## src/rtl/serial_subtractor_if.sv

```systemverilog
// serial_subtractor_if: start/busy/done handshake plus operand and result bus of the serial subtractor
interface serial_subtractor_if #(parameter int WIDTH = 8);
    logic             start;
    logic [WIDTH-1:0] a;
    logic [WIDTH-1:0] b;
    logic             bin;
    logic             busy;
    logic             done;
    logic [WIDTH-1:0] diff;
    logic             bout;
    logic             ovf;
    modport master (output start, a, b, bin, input busy, done, diff, bout, ovf);
    modport slave  (input start, a, b, bin, output busy, done, diff, bout, ovf);
endinterface

```

## src/rtl/serial_subtractor.sv

```systemverilog
// serial_subtractor: a - b - bin computed one DIGIT-wide slice per clock with a registered borrow chain
module serial_subtractor #(
    parameter int WIDTH = 8,
    parameter int DIGIT = 1
) (
    input logic clk,
    input logic rst_n,
    serial_subtractor_if.slave s
);
    localparam int NUM = WIDTH / DIGIT;
    localparam int CW  = NUM > 1 ? $clog2(NUM) : 1;
    typedef enum logic [1:0] {IDLE, RUN, DONE} state_t;
    state_t           r_state, w_next;
    logic [WIDTH-1:0] r_a, r_b, r_res, r_diff, w_res;
    logic [CW-1:0]    r_cnt;
    logic             r_br, r_bout, r_ovf;
    logic             w_accept, w_last, w_br;
    logic [DIGIT-1:0] w_d;
    // start is honoured only when no operation is in flight (IDLE or the one-cycle DONE)
    assign w_accept = s.start && (r_state == IDLE || r_state == DONE);
    assign w_last   = r_cnt == CW'(NUM - 1);
    // one DIGIT-wide subtract cell; the extra top bit is the slice borrow-out
    assign {w_br, w_d} = {1'b0, r_a[r_cnt*DIGIT +: DIGIT]} - {1'b0, r_b[r_cnt*DIGIT +: DIGIT]} - {{DIGIT{1'b0}}, r_br};
    assign s.busy = r_state == RUN;
    assign s.done = r_state == DONE;
    assign s.diff = r_diff;
    assign s.bout = r_bout;
    assign s.ovf  = r_ovf;
    // merge the current slice into the partial result so the last edge can publish it directly
    always_comb begin
        w_res = r_res;
        w_res[r_cnt*DIGIT +: DIGIT] = w_d;
    end
    // next state: RUN until the last slice, DONE for one cycle, restart straight from DONE on start
    always_comb begin
        w_next = r_state;
        w_next = r_state == RUN ? (w_last ? DONE : RUN) : (w_accept ? RUN : IDLE);
    end
    // state register
    always_ff @(posedge clk or negedge rst_n) begin
        if (!rst_n) r_state <= IDLE;
        else        r_state <= w_next;
    end
    // operand capture, slice iteration and result publication on the final slice
    always_ff @(posedge clk or negedge rst_n) begin
        if (!rst_n) begin
            r_a    <= '0;
            r_b    <= '0;
            r_br   <= 1'b0;
            r_cnt  <= '0;
            r_res  <= '0;
            r_diff <= '0;
            r_bout <= 1'b0;
            r_ovf  <= 1'b0;
        end else if (w_accept) begin
            r_a   <= s.a;
            r_b   <= s.b;
            r_br  <= s.bin;
            r_cnt <= '0;
        end else if (r_state == RUN) begin
            r_res <= w_res;
            r_br  <= w_br;
            r_cnt <= r_cnt + 1'b1;
            if (w_last) begin
                r_diff <= w_res;
                r_bout <= w_br;
                r_ovf  <= (r_a[WIDTH-1] != r_b[WIDTH-1]) && (w_res[WIDTH-1] != r_a[WIDTH-1]);
            end
        end
    end
endmodule
```

## src/flat_wrapper.sv

```systemverilog
// flat-port wrapper written by rule: the top's interface ports become plain ports
module serial_subtractor_flat 
#(
    parameter int WIDTH = 8,
    parameter int DIGIT = 1
)
  (clk, rst_n, s_start, s_a, s_b, s_bin, s_busy, s_done, s_diff, s_bout, s_ovf);
  serial_subtractor_if #(.WIDTH(WIDTH)) s_i ();
  input logic clk;
  input logic rst_n;
  input wire logic [$bits(s_i.start)-1:0] s_start;
  input wire logic [$bits(s_i.a)-1:0] s_a;
  input wire logic [$bits(s_i.b)-1:0] s_b;
  input wire logic [$bits(s_i.bin)-1:0] s_bin;
  output wire logic [$bits(s_i.busy)-1:0] s_busy;
  output wire logic [$bits(s_i.done)-1:0] s_done;
  output wire logic [$bits(s_i.diff)-1:0] s_diff;
  output wire logic [$bits(s_i.bout)-1:0] s_bout;
  output wire logic [$bits(s_i.ovf)-1:0] s_ovf;
  assign s_i.start = s_start;
  assign s_i.a = s_a;
  assign s_i.b = s_b;
  assign s_i.bin = s_bin;
  assign s_busy = s_i.busy;
  assign s_done = s_i.done;
  assign s_diff = s_i.diff;
  assign s_bout = s_i.bout;
  assign s_ovf = s_i.ovf;
  serial_subtractor #(.WIDTH(WIDTH), .DIGIT(DIGIT)) u_core (.clk(clk), .rst_n(rst_n), .s(s_i));
endmodule
```

## config.mk

```make
export PLATFORM = sky130hd
export DESIGN_NAME = serial_subtractor_flat
export DESIGN_NICKNAME = d
export VERILOG_FILES = /design/src/rtl/serial_subtractor_if.sv /design/src/rtl/serial_subtractor.sv /design/src/flat_wrapper.sv
export SDC_FILE = /design/constraint.sdc
export NUM_CORES = 1
export LEC_CHECK = 0
export CORE_MARGIN = 5
export CORE_UTILIZATION = 28
export CTS_BUF_LIST = sky130_fd_sc_hd__clkbuf_8
export CTS_CLUSTER_DIAMETER = 40
export DETAILED_ROUTE_END_ITERATION = 12
export SYNTH_ARGS = -nofsm -noshare
export SYNTH_HDL_FRONTEND = slang
export SYNTH_SLANG_ARGS = --single-unit
```

## constraint.sdc

```tcl
create_clock -name clk -period 5 [get_ports clk]
set_clock_uncertainty 0.05 [all_clocks]
set_input_delay 1.5 -clock clk [delete_from_list [all_inputs] [get_ports clk]]
set_output_delay 1.5 -clock clk [all_outputs]
set_load 0.01 [all_outputs]
```

==> impl_metrics.tcl <==
set metrics [dict create \
    synth_ff_type "dfrtp_1" \
    cts_made_buffers 5 \
    clock_path_buffers 2 \
    slowest_delay_ps 560 \
    wirelength_um 4030 \
    grt_max_degree 41 \
    final_common_cell "nand2_1" \
    grt.overflow.total 0 \
    critPathKind "reg -> out" \
    netlist.area_leader.share_pct 50.3 \
    clkPwrFrac_pct 13.6 \
    multi_input_area_um2 881 \
    fp.dieH_um 94.3 \
    cp_top_family "buffers and inverters" \
    clk_latency_ps 290 \
    setup_viol 0 \
    ctsResizeCount 0 \
    num_io_pins 32 \
    yosys.area_share.xor_xnor_pct 0 \
    grt_pass1_wl_um 7120 \
    p_leak_nw 1.14 \
    ys_async_sr_fraction_pct 100 \
    grt_usage_pct 10.3 \
    arrival_ps 1710 \
    crit_chain "nand2b_1 -> inv_2 -> clkdlybuf4s50_1" \
    synthTopCellsByArea "dfrtp_1, nand2_1, mux4_1" \
    p_comb_share_pct 49.9 \
    die_area_um2 8900 \
    synth-simple-area-share_pct 22.3 \
    hp-class "reg -> reg" \
    cts_htree_levels 2 \
    synthAdderAreaFrac_pct 3.52 \
    syn2layout_area_growth_pct 22.1 \
    n_antenna_cell 0 \
    synthMuxAreaShare_pct 12.9 \
    rows 30 \
    synth_area_leader_cell "dfrtp_1" \
    ys_seq_elements 40 \
    status "finished, final reports clean" \
    drt_iter0_drc 37 \
    cap_violations 0 \
    synth_edf_count 0 \
    fin_nets 246 \
    rsz0062_at_grt "false" \
    ys_warn_count 0 \
    slew_violations 0 \
    synth_compound_area_share_pct 5.59 \
    worst-path-buf-inv 2 \
    p_switching_w 0.000638 \
    postCtsSetupRepairBufs 0 \
    hold_violations 0 \
    critical_path_peak_fanout 9 \
    place_congestion 0.743 \
    vias 1352 \
    initial_core_util_pct 29.0 \
    hpwl_um 2960 \
    peakVddDrop_mv 0.214 \
    required_ps 3450 \
    fp.dieW_um 94.3 \
    antenna_found_initial 0 \
    power.total_w 0.00160 \
    syn_inst 194 \
    syn_area_um2 1990 \
    synth_top_family_by_area "simple AND/OR/NAND/NOR gates" \
    sw_frac_of_total_pct 40.0 \
    fmax_ghz 0.307 \
    drtPass1Iterations 3 \
    holdBufCountCts 0 \
    period_share_pct 65.1 \
    numPortBuffers 31 \
    final_cell_mix "nand2_1, dfrtp_1, clkdlybuf4s50_1" \
    route.detailed.vias_per_inst 4.25 \
    crit_slowest_cell "clkdlybuf4s50_1" \
    ant_nets 0 \
    startpoint_type "flop" \
    n_fill_cell 717 \
    grt_pass1_vias 1469 \
    seq_area_frac_synth_pct 50.3 \
    maxSlewHeadroom_pct 39.7 \
    setup-tns-final_ps 0 \
    synth_cell_types 38 \
    power_density_nw_per_um2 657 \
    drc_errors 0 \
    clkSinkCount 40 \
    cts_root_buffer "clkbuf_8" \
    seqCellArea_um2 1000 \
    drive_gt1_share_pct 9.01 \
    wire_per_inst_um 12.7 \
    p_int_w 0.000959 \
    syn_nets 219 \
    fin_crit_ps 3260 \
    cts_tree "yes" \
    syn_area_per_cell_um2 10.3 \
    tightest_slew_ps 904 \
    clk_pin_slew_ps 80 \
    core_um2 6870 \
    p_seq_share_pct 36.5 \
    endpoint_kind "output port" \
]
through the flow:
step / utilization [%] / std cells / area, µm² / setup slack, ps / hold WS (ps)
floorplan: - / 194 / 1990 / 2470 / 387
global placement: 34.1 / 310 / 2340 / 2060 / 402
detailed placement: 34.1 / 310 / 2340 / 2040 / 409
CTS: 35.4 / 318 / 2430 / 1720 / 427
global route: 35.4 / 318 / 2430 / 1640 / 461
finish: 35.4 / 318 / 2430 / 1740 / 429
worst paths after layout:
kind                                   start               to  slack (ps)  depth (start not counted)
max in group asynchronous              rst_n    u_core.r_b[5]        3050                          1
min in group asynchronous              rst_n  u_core.r_res[6]        1270                          1
max reg2reg                  u_core.r_cnt[0]     u_core.s.ovf        2130                          6
min                            u_core.r_b[3]    u_core.r_b[3]         430                          2
max                        u_core.r_state[1]           s_busy        1740                          3
min reg2reg                    u_core.r_b[3]    u_core.r_b[3]         430                          2
power by group through the flow:
stage | Clock (W) | Combinational, W | Sequential, W
final | 0.000217 | 0.000797 | 0.000583
after global routing | 0.000240 | 0.000905 | 0.000609
after CTS | 0.000226 | 0.000814 | 0.000588
after detailed placement | 0 | 0.000811 | 0.000595
after global placement | 0 | 0.000800 | 0.000586
after floorplan | 0 | 0.000631 | 0.000562
cell families (layout without fill, tap and decap cells):
group                      after synthesis  in the layout
buffers and inverters                   19             47
and+or+nand+nor                         93             93
muxes                                   18             18
AOI/OAI and AO/OA                       19             19
adders and majority gates                5              5
DFF                                     40             40
sequential cells by signal, indices dropped and copies added (netlist names):
register and cells:
u_core.r_state 2, u_core.s.diff 8, u_core.s.ovf 1, u_core.r_b 8, u_core.r_res 8, u_core.r_a 8
u_core.r_cnt 3, u_core.s.bout 1, u_core.r_br 1
tightest hold or removal path: stages, from the launching register on:
cell and delay, ps:
dfrtp_1 340, nand2_1 50, nand2_1 50
layout make-up:
| class | count | share of cell area [%] |
|---|---|---|
| sequential | 40 | 41.2 |
| multi-input combinational | 135 | 36.2 |
| tap | 96 | 4.94 |
| timing repair buffer | 32 | 12.9 |
| clock inverter | 2 | 0.309 |
| inverter | 7 | 1.08 |
| clock buffer | 6 | 3.40 |
per-layer routing:
metal	vias to the layer above	routed length, µm	global-route usage, %
li1	702	-	-
met1	614	1930	13.2
met2	29	1840	15.9
met3	7	199	3.29
met4	0	59	4.33
met5	-	0	0
synth_stat cells (2+ instances only):
library cell / instances
nor2b_1: 2
nor4_1: 2
buf_6: 4
mux2_2: 5
a22o_1: 2
nand2b_1: 2
o21ai_0: 13
mux2i_1: 8
ha_1: 4
nand3b_1: 2
nor3_1: 2
buf_2: 2
clkbuf_1: 4
inv_1: 6
dfrtp_1: 40
nand2_1: 66
nor2_1: 6
mux4_1: 4
Power figures use the tool's default switching activity.
